===== src/rtl/circular_shift_engine_if.sv =====
// ---------------------------------------------------------------------------
// circular_shift_engine_if
// Request/result bundle for circular_shift_engine.
//   in_valid/in_ready/in_data/in_amt/in_dir : request channel (master -> engine)
//   out_valid/out_ready/out_data            : result channel  (engine -> master)
//   busy                                    : engine status (state not IDLE)
// Modports: master = requester/consumer side, slave = engine side.
// ---------------------------------------------------------------------------
interface circular_shift_engine_if #(
    parameter int unsigned WIDTH = 8,
    parameter int unsigned AMT_W = 3
);
    logic             in_valid;
    logic             in_ready;
    logic [WIDTH-1:0] in_data;
    logic [AMT_W-1:0] in_amt;
    logic             in_dir;
    logic             out_valid;
    logic             out_ready;
    logic [WIDTH-1:0] out_data;
    logic             busy;

    modport master (
        output in_valid, in_data, in_amt, in_dir, out_ready,
        input  in_ready, out_valid, out_data, busy
    );

    modport slave (
        input  in_valid, in_data, in_amt, in_dir, out_ready,
        output in_ready, out_valid, out_data, busy
    );
endinterface


===== src/rtl/circular_shift_engine.sv =====
// ---------------------------------------------------------------------------
// circular_shift_engine
// Rotates a WIDTH-bit word left (in_dir=0) or right (in_dir=1) by in_amt
// positions behind a valid/ready request channel and a valid/ready result
// channel. One request is processed at a time (IDLE -> [SHIFT] -> DONE).
//
// Ports:
//   clk  : clock, all state on rising edge
//   rst  : synchronous active-high reset
//   bus  : circular_shift_engine_if.slave (request, result, busy)
//
// Build option:
//   CSE_ONESHOT_EN defined   : barrel rotate at the accept edge, IDLE->DONE.
//   CSE_ONESHOT_EN undefined : one bit per cycle in SHIFT, result after
//                              accept edge + amt.
// All outputs are registered.
// ---------------------------------------------------------------------------
module circular_shift_engine #(
    parameter int unsigned WIDTH = 8,
    parameter int unsigned AMT_W = 3
) (
    input  logic                    clk,
    input  logic                    rst,
    circular_shift_engine_if.slave  bus
);

    typedef enum logic [1:0] {
        IDLE  = 2'd0,
        SHIFT = 2'd1,
        DONE  = 2'd2
    } state_e;

    state_e           state_q,     state_d;
    logic [WIDTH-1:0] out_data_q,  out_data_d;
    logic             out_valid_q, out_valid_d;
    logic             in_ready_q,  in_ready_d;
    logic             busy_q,      busy_d;

`ifndef CSE_ONESHOT_EN
    logic [WIDTH-1:0] word_q, word_d;
    logic [AMT_W-1:0] cnt_q,  cnt_d;
    logic             dir_q,  dir_d;

    // Single-position rotation; the wrapped bit re-enters at the far end.
    function automatic logic [WIDTH-1:0] rot1(input logic [WIDTH-1:0] w,
                                              input logic             dir);
        if (dir) begin
            return {w[0], w[WIDTH-1:1]};
        end
        return {w[WIDTH-2:0], w[WIDTH-1]};
    endfunction
`else
    // Full rotation: shift a doubled copy so the wrapped bits come along.
    function automatic logic [WIDTH-1:0] rot_n(input logic [WIDTH-1:0] w,
                                               input logic [AMT_W-1:0] amt,
                                               input logic             dir);
        logic [2*WIDTH-1:0] dbl;
        dbl = {w, w};
        if (dir) begin
            dbl = dbl >> amt;
            return dbl[WIDTH-1:0];
        end
        dbl = dbl << amt;
        return dbl[2*WIDTH-1:WIDTH];
    endfunction
`endif

    // Next-state and datapath.
    always_comb begin
        state_d    = state_q;
        out_data_d = out_data_q;
`ifndef CSE_ONESHOT_EN
        word_d     = word_q;
        cnt_d      = cnt_q;
        dir_d      = dir_q;
`endif
        case (state_q)
            IDLE: begin
                if (bus.in_valid) begin
`ifdef CSE_ONESHOT_EN
                    out_data_d = rot_n(bus.in_data, bus.in_amt, bus.in_dir);
                    state_d    = DONE;
`else
                    word_d = bus.in_data;
                    dir_d  = bus.in_dir;
                    cnt_d  = bus.in_amt;
                    if (bus.in_amt == '0) begin
                        out_data_d = bus.in_data;
                        state_d    = DONE;
                    end else begin
                        state_d = SHIFT;
                    end
`endif
                end
            end
`ifndef CSE_ONESHOT_EN
            SHIFT: begin
                word_d = rot1(word_q, dir_q);
                cnt_d  = cnt_q - AMT_W'(1);
                // Edge applying the final rotation also publishes the result.
                if (cnt_q == AMT_W'(1)) begin
                    out_data_d = word_d;
                    state_d    = DONE;
                end
            end
`endif
            DONE: begin
                // No new accept on this edge: IDLE is entered first.
                if (bus.out_ready) begin
                    state_d = IDLE;
                end
            end
            default: begin
                state_d = IDLE;
            end
        endcase

        out_valid_d = (state_d == DONE);
        in_ready_d  = (state_d == IDLE);
        busy_d      = (state_d != IDLE);
    end

    // State and output registers; reset wins over any handshake.
    always_ff @(posedge clk) begin
        if (rst) begin
            state_q     <= IDLE;
            out_data_q  <= '0;
            out_valid_q <= 1'b0;
            in_ready_q  <= 1'b1;
            busy_q      <= 1'b0;
`ifndef CSE_ONESHOT_EN
            word_q      <= '0;
            cnt_q       <= '0;
            dir_q       <= 1'b0;
`endif
        end else begin
            state_q     <= state_d;
            out_data_q  <= out_data_d;
            out_valid_q <= out_valid_d;
            in_ready_q  <= in_ready_d;
            busy_q      <= busy_d;
`ifndef CSE_ONESHOT_EN
            word_q      <= word_d;
            cnt_q       <= cnt_d;
            dir_q       <= dir_d;
`endif
        end
    end

    assign bus.out_data  = out_data_q;
    assign bus.out_valid = out_valid_q;
    assign bus.in_ready  = in_ready_q;
    assign bus.busy      = busy_q;

endmodule

===== src/flat_wrapper.sv =====
// flat-port wrapper written by rule: the top's interface ports become plain ports
module circular_shift_engine_flat 
#(
    parameter int unsigned WIDTH = 8,
    parameter int unsigned AMT_W = 3
)
  (clk, rst, bus_in_valid, bus_in_data, bus_in_amt, bus_in_dir, bus_out_ready, bus_in_ready, bus_out_valid, bus_out_data, bus_busy);
  circular_shift_engine_if #(.WIDTH(WIDTH), .AMT_W(AMT_W)) bus_i ();
  input  logic clk;
  input  logic rst;
  input wire logic [$bits(bus_i.in_valid)-1:0] bus_in_valid;
  input wire logic [$bits(bus_i.in_data)-1:0] bus_in_data;
  input wire logic [$bits(bus_i.in_amt)-1:0] bus_in_amt;
  input wire logic [$bits(bus_i.in_dir)-1:0] bus_in_dir;
  input wire logic [$bits(bus_i.out_ready)-1:0] bus_out_ready;
  output wire logic [$bits(bus_i.in_ready)-1:0] bus_in_ready;
  output wire logic [$bits(bus_i.out_valid)-1:0] bus_out_valid;
  output wire logic [$bits(bus_i.out_data)-1:0] bus_out_data;
  output wire logic [$bits(bus_i.busy)-1:0] bus_busy;
  assign bus_i.in_valid = bus_in_valid;
  assign bus_i.in_data = bus_in_data;
  assign bus_i.in_amt = bus_in_amt;
  assign bus_i.in_dir = bus_in_dir;
  assign bus_i.out_ready = bus_out_ready;
  assign bus_in_ready = bus_i.in_ready;
  assign bus_out_valid = bus_i.out_valid;
  assign bus_out_data = bus_i.out_data;
  assign bus_busy = bus_i.busy;
  circular_shift_engine #(.WIDTH(WIDTH), .AMT_W(AMT_W)) u_core (.clk(clk), .rst(rst), .bus(bus_i));
endmodule

===== config.mk =====
export PLATFORM = sky130hd
export DESIGN_NAME = circular_shift_engine_flat
export DESIGN_NICKNAME = d
export VERILOG_FILES = /design/src/rtl/circular_shift_engine_if.sv /design/src/rtl/circular_shift_engine.sv /design/src/flat_wrapper.sv
export SDC_FILE = /design/constraint.sdc
export NUM_CORES = 1
export LEC_CHECK = 0
export CAP_MARGIN = 20
export CORE_MARGIN = 2
export CORE_UTILIZATION = 45
export CTS_BUF_LIST = sky130_fd_sc_hd__clkbuf_8
export CTS_CLUSTER_SIZE = 25
export DETAILED_ROUTE_END_ITERATION = 8
export PLACE_DENSITY = 0.7
export SLEW_MARGIN = 20
export SYNTH_ARGS = -nofsm -noshare
export SYNTH_HDL_FRONTEND = slang
export SYNTH_SLANG_ARGS = --single-unit

===== constraint.sdc =====
create_clock -name clk -period 1.4 [get_ports clk]
set_input_delay 0.21 -clock clk [delete_from_list [all_inputs] [get_ports clk]]
set_output_delay 0.21 -clock clk [all_outputs]
set_load 0.03 [all_outputs]

==> results by group, run 1 <==
Worst setup path
  • RR Startpoint: u_core.state_q[0]
  • Max stage delay on crit path: between 0.4 and 0.5 ns
  • WP buf/inv: 0
  • Levels on crit path: 4
  • Worst-path fanout max: 8
  • CP Class: reg2reg
  • Slowest-stage cell, CP: or3b_4
  • Startpoint types: register
  • CP Data Required Time: ~1.6 ns
  • Worst setup path endpoint: u_core.bus.out_data[0]
  • Crit path cell chain: or3b_4 -> o22ai_4 -> o211ai_1 -> a21oi_1
  • R2R depth: 4
  • FF-to-FF setup slack: roughly 0.014 ns
  • Crit path DAT: between 1.5 and 2 ns
  • Endpoint class of the critical path: register
  • CP delay by family, top: compound AO/OA/AOI/OAI gates
  • Crit path from: u_core.state_q[0]
  • RR Endpoint: u_core.bus.out_data[0]

Clock tree
  • Clk_lat worst skew: roughly 0.27 ns
  • Hold buffers post-CTS: 0
  • Reg clk slew, reported paths: 0.09 ns
  • CTS root buffer: clkbuf_8
  • CTS max path bufs: 2
  • CTS H-tree lvls: 1
  • CTS tree: built
  • Postcts setup bufs: 0
  • CTS sink cnt: 25
  • CTS Buf Count: 3

Routing
  • # DRC: 0
  • Via Count: 1122
  • WL met1: between 1 and 1.5 mm
  • Avg Vias per Cell: around 5.5
  • Top layer used by detailed routing: met4
  • Final ANT Viol Nets: 0
  • Initial DRC Count: 31
  • Wire per inst: roughly 14 µm
  • Met3 routed WL: between 100 and 150 µm
  • Metal2 WL: about 1.2 mm
  • Routed WL: about 2.9 mm
  • First-pass DRT Iterations: 4

Timing
  • Final Critical Period: roughly 1.4 ns
  • Slew @ Worst Pin: about 0.31 ns
  • Hold WS: about 0.43 ns
  • Count of final max-slew check failures: 0
  • Max-slew headroom: between 70% and 80%
  • Post-route clock period utilization: around 100%
  • Final WS setup: ~0.014 ns
  • RSZ-0062 raised after global routing: true
  • Max Clock Skew: around 0.0081 ns
  • Hold Fails Final Rpt: 0
  • # setup viols final: 0
  • Top achievable clock speed: slightly above 0.7 GHz

Layout
  • Layout cells sized above 1: between 10% and 20%
  • Area grow syn2layout: 35.6%
  • Final std cells w/o fill: approximately 210
  • Most frequent cells in the layout: 24 x nand2_1, 24 x dfxtp_1, 19 x a21oi_1
  • # nets final: 194
  • Antenna Cells: 0

Job
  • Max_cap viols: 0

Synthesis
  • Syn Area/Cell: approximately 8.4 µm²
  • Sequential share of the synthesized area: a little over two fifths
  • Synth Register Bits: 25
  • Mapped Area: 1190 µm²
  • Post-synth cell types: 25
  • Synth Instances: between 100 and 150
  • Syn Nets: 161
  • Warnings, synthesis: 0

Die
  • Starting Density: a little under half
  • Core area: ~2500 µm²
  • Io pins: 27
  • Die H: ~56 µm
  • Core Rows: 18
  • Die Wd: between 50 and 60 µm
  • Total Die Area: 3080 µm²

Global routing
  • Remaining Overflow, GRT: 0
  • Initial antenna violation count: 0
  • Wire length of the first global-routing pass: a little under 5 mm
  • GR Util All Layers: roughly a fifth
  • Vias in the first global route: ~1.1k
  • Largest net degree at the start of global routing: 25

Placed design
  • DP Cell Count: between 200 and 250
  • Pre-CTS setup slack: -0.372 ns
  • RePlAce Congestion: between 0.7 and 0.8
  • Hpwl dp: 2.07 mm
  • I/O Buffers: 26

Pwr
  • Peak supply drop: approximately 840 µV
  • Leakage: 0.642 nW
  • Pwr/cell area: about 1100 nW/µm²

Min path
  • Worst min path class: in2reg

Run status
  • Outcome: finished, final reports clean
==> flip-flops by register name, summed over array words and instances (netlist names) <==
register,flops
u_core.dir_q,1
u_core.cnt_q,3
u_core.bus.in_ready,1
u_core.bus.busy,1
u_core.bus.out_data,8
u_core.state_q,2
u_core.word_q,8
u_core.bus.out_valid,1
==> per-stage QoR <==
stage | util, % | area (µm²) | total power [W] | TNS [ns]
3_3_place_gp | 62.4 | 1560 | 0.00134 | -4.23
3_5_place_dp | 62.4 | 1560 | 0.00135 | -5.60
6_report | 64.8 | 1620 | 0.00177 | 0
4_1_cts | 63.9 | 1600 | 0.00176 | 0
2_1_floorplan | - | 1190 | 0.00115 | 0
5_1_grt | 64.8 | 1620 | 0.00187 | -0.459
==> Yosys cell counts <==
master / count / area, µm²
dfxtp_1: 25 / 500
nand2_1: 24 / 90.1
a21oi_1: 19 / 95.1
o211ai_1: 16 / 120
mux2i_1: 9 / 90.1
nor2_1: 8 / 30.0
buf_2: 5 / 25.0
clkbuf_1: 5 / 18.8
o21ai_0: 5 / 25.0
inv_1: 4 / 15.0
nand2b_1: 3 / 18.8
a211oi_1: 2 / 15.0
a22oi_1: 2 / 15.0
ha_1: 2 / 25.0
nor2b_1: 2 / 12.5
or2_2: 2 / 12.5
or3_1: 2 / 12.5
buf_6: 1 / 11.3
nand3b_1: 1 / 7.51
nor2_2: 1 / 6.26
nor3_1: 1 / 5.00
o22a_1: 1 / 8.76
o22ai_1: 1 / 6.26
o22ai_4: 1 / 20.0
or3b_1: 1 / 8.76
==> logic make-up (layout without fill, tap and decap cells) <==
group | Yosys count | after routing | synth area share [%]
buf+inv | 15 | 47 | 5.86
fa+ha+maj | 2 | 2 | 2.09
mux | 9 | 9 | 7.54
compound gates | 47 | 47 | 25.5
flops | 25 | 25 | 41.9
simple gates | 45 | 45 | 17.1
==> worst min-delay path by stage <==
stage | from | endpoint | cells past startpoint
final | bus_in_amt[2] | u_core.cnt_q[2] | 4
after global routing | u_core.bus.out_data[3] | u_core.bus.out_data[3] | 2
after CTS | u_core.bus.out_data[3] | u_core.bus.out_data[3] | 2
after detailed placement | u_core.bus.out_data[4] | u_core.bus.out_data[4] | 2
after global placement | u_core.bus.out_data[4] | u_core.bus.out_data[4] | 2
after floorplan | bus_in_dir | u_core.dir_q | 2
==> repair_timing <==
action                     in CTS  in global routing
setup endpoints to repair      21                 11
gates resized for setup        14                  8
pin swaps                       7                 11
==> where the power goes <==
group	switching [W]	leakage [nW]	total, W	internal [W]
clock network	0.000230	0.0269	0.000427	0.000197
logic	0.000279	0.409	0.000519	0.000240
registers	0.0000429	0.206	0.000824	0.000781
==> worst register-to-register path, delay by kind of cell (launching register included) <==
family           cells  cell delay, ns
AND/OR/NAND/NOR      1            0.42
AO/OA/AOI/OAI        3            0.57
flip-flops           1            0.33
==> routing by layer <==
layer  GRT usage [%]  vias to the layer above
met5               0                        -
met4            5.23                        0
met3            5.85                        5
met2            29.6                       24
met1            28.2                      524
li1                -                      569
==> final cells by class <==
class                           instances  area, µm²
Clock inverter                          1       3.75
Timing Repair Buffer                   39        370
Clock buffer                            3       41.3
Sequential cell                        25        502
Inverter                                4       15.0
Multi-Input combinational cell        103        651
Tap cell                               30       37.5
Fill cell                             233        880
(Power assumes the default switching activity.)
==> run 2: changes to the inputs <==
Settings changed: ABC_AREA from default to 1, PLACE_DENSITY 0.7 to 0.69.
==> results by group, run 2 <==
Routing
  • Wire per inst: 10.3 µm (-27%)
  • Routed WL: 2.63 mm (-8.3%)
  • Final ANT Viol Nets: 0 (unchanged)
  • Initial DRC Count: 21 (-32%)
  • # DRC: 0 (unchanged)
  • Avg Vias per Cell: 4.70 (-14%)
  • Via Count: 1204 (+7.3%)
  • First-pass DRT Iterations: 4 (unchanged)

Die
  • Core area: 2730 µm² (+9.4%)
  • Io pins: 27 (unchanged)
  • Total Die Area: 3280 µm² (+6.4%)
  • Die Wd: 57.3 µm (+3.2%)
  • Die H: 57.3 µm (+3.2%)
  • Starting Density: 46.7% (-1.1 points)
  • Core Rows: 19 (+1)

Synthesis
  • Post-synth EDFFs: 0 (unchanged)
  • Ys flop type: dfxtp_1
  • Warnings, synthesis: 0 (unchanged)
  • Syn Area/Cell: 6.42 µm² (-23%)
  • Mapped Area: 1280 µm² (+6.9%)
  • Post-synth top area share: 39.2% (-2.7 points)
  • Synth Register Bits: 25 (unchanged)
  • Syn Nets: 217 (+35%)
  • Sequential share of the synthesized area: 39.2% (-2.7 points)
  • Leading area contributor after synthesis: dfxtp_1
  • Synth Instances: 199 (+39%)
  • Ys async rst share: 0% (unchanged)
  • Most frequent cell after synthesis: nand2_1
  • Synth top cells by count: 57 x nand2_1, 35 x inv_1, 25 x dfxtp_1
  • Post-synth cell types: 20 (-20%)
  • Synth area leaders: dfxtp_1 39%, nand2_1 17%, inv_1 10%, o21ai_0 7.8%, nor2_1 7.1%

Placed design
  • DP Cell Count: 252 (+25%)
  • RePlAce Congestion: 0.833 (+5.7%)
  • I/O Buffers: 26 (unchanged)
  • Hpwl dp: 1.92 mm (-7.0%)

Layout
  • Area grow syn2layout: 26.6%
  • Most frequent cells in the layout: 57 x nand2_1, 35 x inv_1, 25 x dfxtp_1
  • Final std cells w/o fill: 256 (+25%)
  • Most common cell after layout, fill and taps aside: nand2_1
  • Fillers: 271 (+16%)
  • Layout cells sized above 1: 8.44% (-7.0 points)
  • Antenna Cells: 0 (unchanged)
  • # nets final: 244 (+26%)

Timing
  • Post-route clock period utilization: 88.0% (-11 points)
  • RSZ-0062 raised after global routing: false
  • Hold Fails Final Rpt: 0 (unchanged)
  • Max-slew headroom: 76.5% (-2.8 points)
  • # setup viols final: 0 (unchanged)
  • Slew @ Worst Pin: 0.352 ns (+0.0405 ns)
  • Top achievable clock speed: 0.812 GHz (+13%)
  • Setup_tns: 0 ns (unchanged)
  • Final Critical Period: 1.23 ns (-0.155 ns)
  • Count of final max-slew check failures: 0 (unchanged)
  • Max Clock Skew: 0.00171 ns (-0.00635 ns)

Clock tree
  • CTS Buf Count: 3 (unchanged)
  • Clk_lat worst skew: 0.27 ns (about the same)
  • CTS H-tree lvls: 1 (unchanged)
  • CTS tree: built
  • CTS root buffer: clkbuf_8
  • CTS sink cnt: 25 (unchanged)
  • Postcts setup bufs: 0 (unchanged)
  • CTS max path bufs: 2 (unchanged)
  • Reg clk slew, reported paths: 0.09 ns (about the same)
  • Hold buffers post-CTS: 0 (unchanged)

Global routing
  • Wire length of the first global-routing pass: 4.43 mm (-9.7%)
  • Vias in the first global route: 1128 (+4.9%)
  • Remaining Overflow, GRT: 0 (unchanged)
  • Initial antenna violation count: 0 (unchanged)
  • GR Util All Layers: 17.1% (-2.8 points)
  • Largest net degree at the start of global routing: 21 (-16%)

Worst setup path
  • Max stage delay on crit path: 0.31 ns (-0.11 ns)
  • CP Data Required Time: 1.57 ns (-0.03 ns)
  • Slowest-stage cell, CP: dfxtp_1
  • RR Endpoint: u_core.bus.out_data[1]
  • R2R depth: 9 (+5)
  • Crit path cell chain: inv_1 -> ha_1 -> inv_1 -> nor2_4 -> nand2_2 -> nand2_4 -> nand2_8 -> nor2_1 -> nor2_1
  • Endpoint class of the critical path: register
  • Worst-path fanout max: 16 (+8)
  • CP Class: reg2reg
  • WP buf/inv: 2 (+2)
  • Startpoint types: register
  • RR Startpoint: u_core.cnt_q[1]
  • Crit path DAT: 1.41 ns (-0.18 ns)
  • CP delay by family, top: simple AND/OR/NAND/NOR gates
  • FF-to-FF setup slack: 0.17 ns (+0.15 ns)

Pwr
  • Pwr/cell area: 1120 nW/µm² (+2.4%)
  • Peak supply drop: 736 µV (-13%)
  • Leakage: 0.861 nW (+34%)

Min path
  • Hold path cells: 4 (unchanged)
  • Hold Path Origin: u_core.bus.out_data[2]
  • Worst min path class: reg2reg
  • Worst Hold Path EP: u_core.bus.out_data[2]

Run status
  • Outcome: finished, final reports clean

Job
  • Max_cap viols: 0 (unchanged)
==> run 2: area by class of cell <==
cell class                 instances  area [µm²]  area share (%)
clock buffer                       3        41.3            2.55
multi-input combinational        129         611            37.7
inverter                          36         135            8.35
clock inverter                     1        7.51           0.464
sequential                        25         500            30.9
timing repair buffer              31         284            17.6
tap                               31        38.8            2.40
==> run 2: how the worst max path moves through the flow <==
stage               cells after the start             from  slack (ns)                     end
global placement                        7    bus_in_amt[0]        0.02         u_core.bus.busy
global route                           10  u_core.cnt_q[1]        0.02  u_core.bus.out_data[7]
finish                                  9  u_core.cnt_q[1]        0.17  u_core.bus.out_data[1]
floorplan                              10  u_core.cnt_q[1]        0.17  u_core.bus.out_data[0]
CTS                                    10  u_core.cnt_q[1]        0.09  u_core.bus.out_data[4]
detailed placement                      7    bus_in_amt[0]       -0.01  u_core.bus.out_data[1]
==> run 2: metrics by stage <==
step / utilization, % / instance area, µm² / hold WS, ns / total power (W) / setup WS (ns)
2_1_floorplan: - / 1280 / 0.366 / 0.00122 / 0.169
3_5_place_dp: 57.1 / 1560 / 0.505 / 0.00140 / -0.00963
3_3_place_gp: 57.1 / 1560 / 0.499 / 0.00138 / 0.0216
4_1_cts: 58.4 / 1600 / 0.520 / 0.00181 / 0.0891
5_1_grt: 59.2 / 1620 / 0.547 / 0.00193 / 0.0203
6_report: 59.2 / 1620 / 0.516 / 0.00181 / 0.169
==> run 2: worst min-delay path: stages, from the launching register on <==
cell	delay [ns]
dfxtp_1	0.32
inv_1	0.05
nand2_1	0.04
nand2_1	0.05
nor2_1	0.03
==> run 2: report_power, final <==
part           total (W)  internal, W  leakage (nW)  switching (W)
sequential      0.000833     0.000792         0.207      0.0000409
combinational   0.000540     0.000205         0.633       0.000335
clock           0.000438     0.000202        0.0217       0.000236
==> run 2: repair_timing <==
| item | in CTS | in global routing |
|---|---|---|
| gates resized for setup | 11 | 5 |
| gates cloned | 0 | 0 |
| endpoints found under the setup margin | 11 | 9 |
==> run 2: routing by layer <==
layer | global-route usage, % | part of all wire (%) | vias to the layer above
met3 | 2.95 | 4.8 | 8
li1 | - | - | 644
met4 | 8.31 | 2.9 | 0
met2 | 30.2 | 46 | 32
met5 | 0 | 0 | -
met1 | 19.8 | 46 | 520
==> run 2: cells by family (layout without fill, tap and decap cells) <==
logic type | count (synthesis) | after routing | synth area share [%]
compound gates | 34 | 34 | 13.7
fa+ha+maj | 2 | 2 | 1.96
buf+inv | 45 | 71 | 14.7
flops | 25 | 25 | 39.2
simple gates | 93 | 93 | 30.5
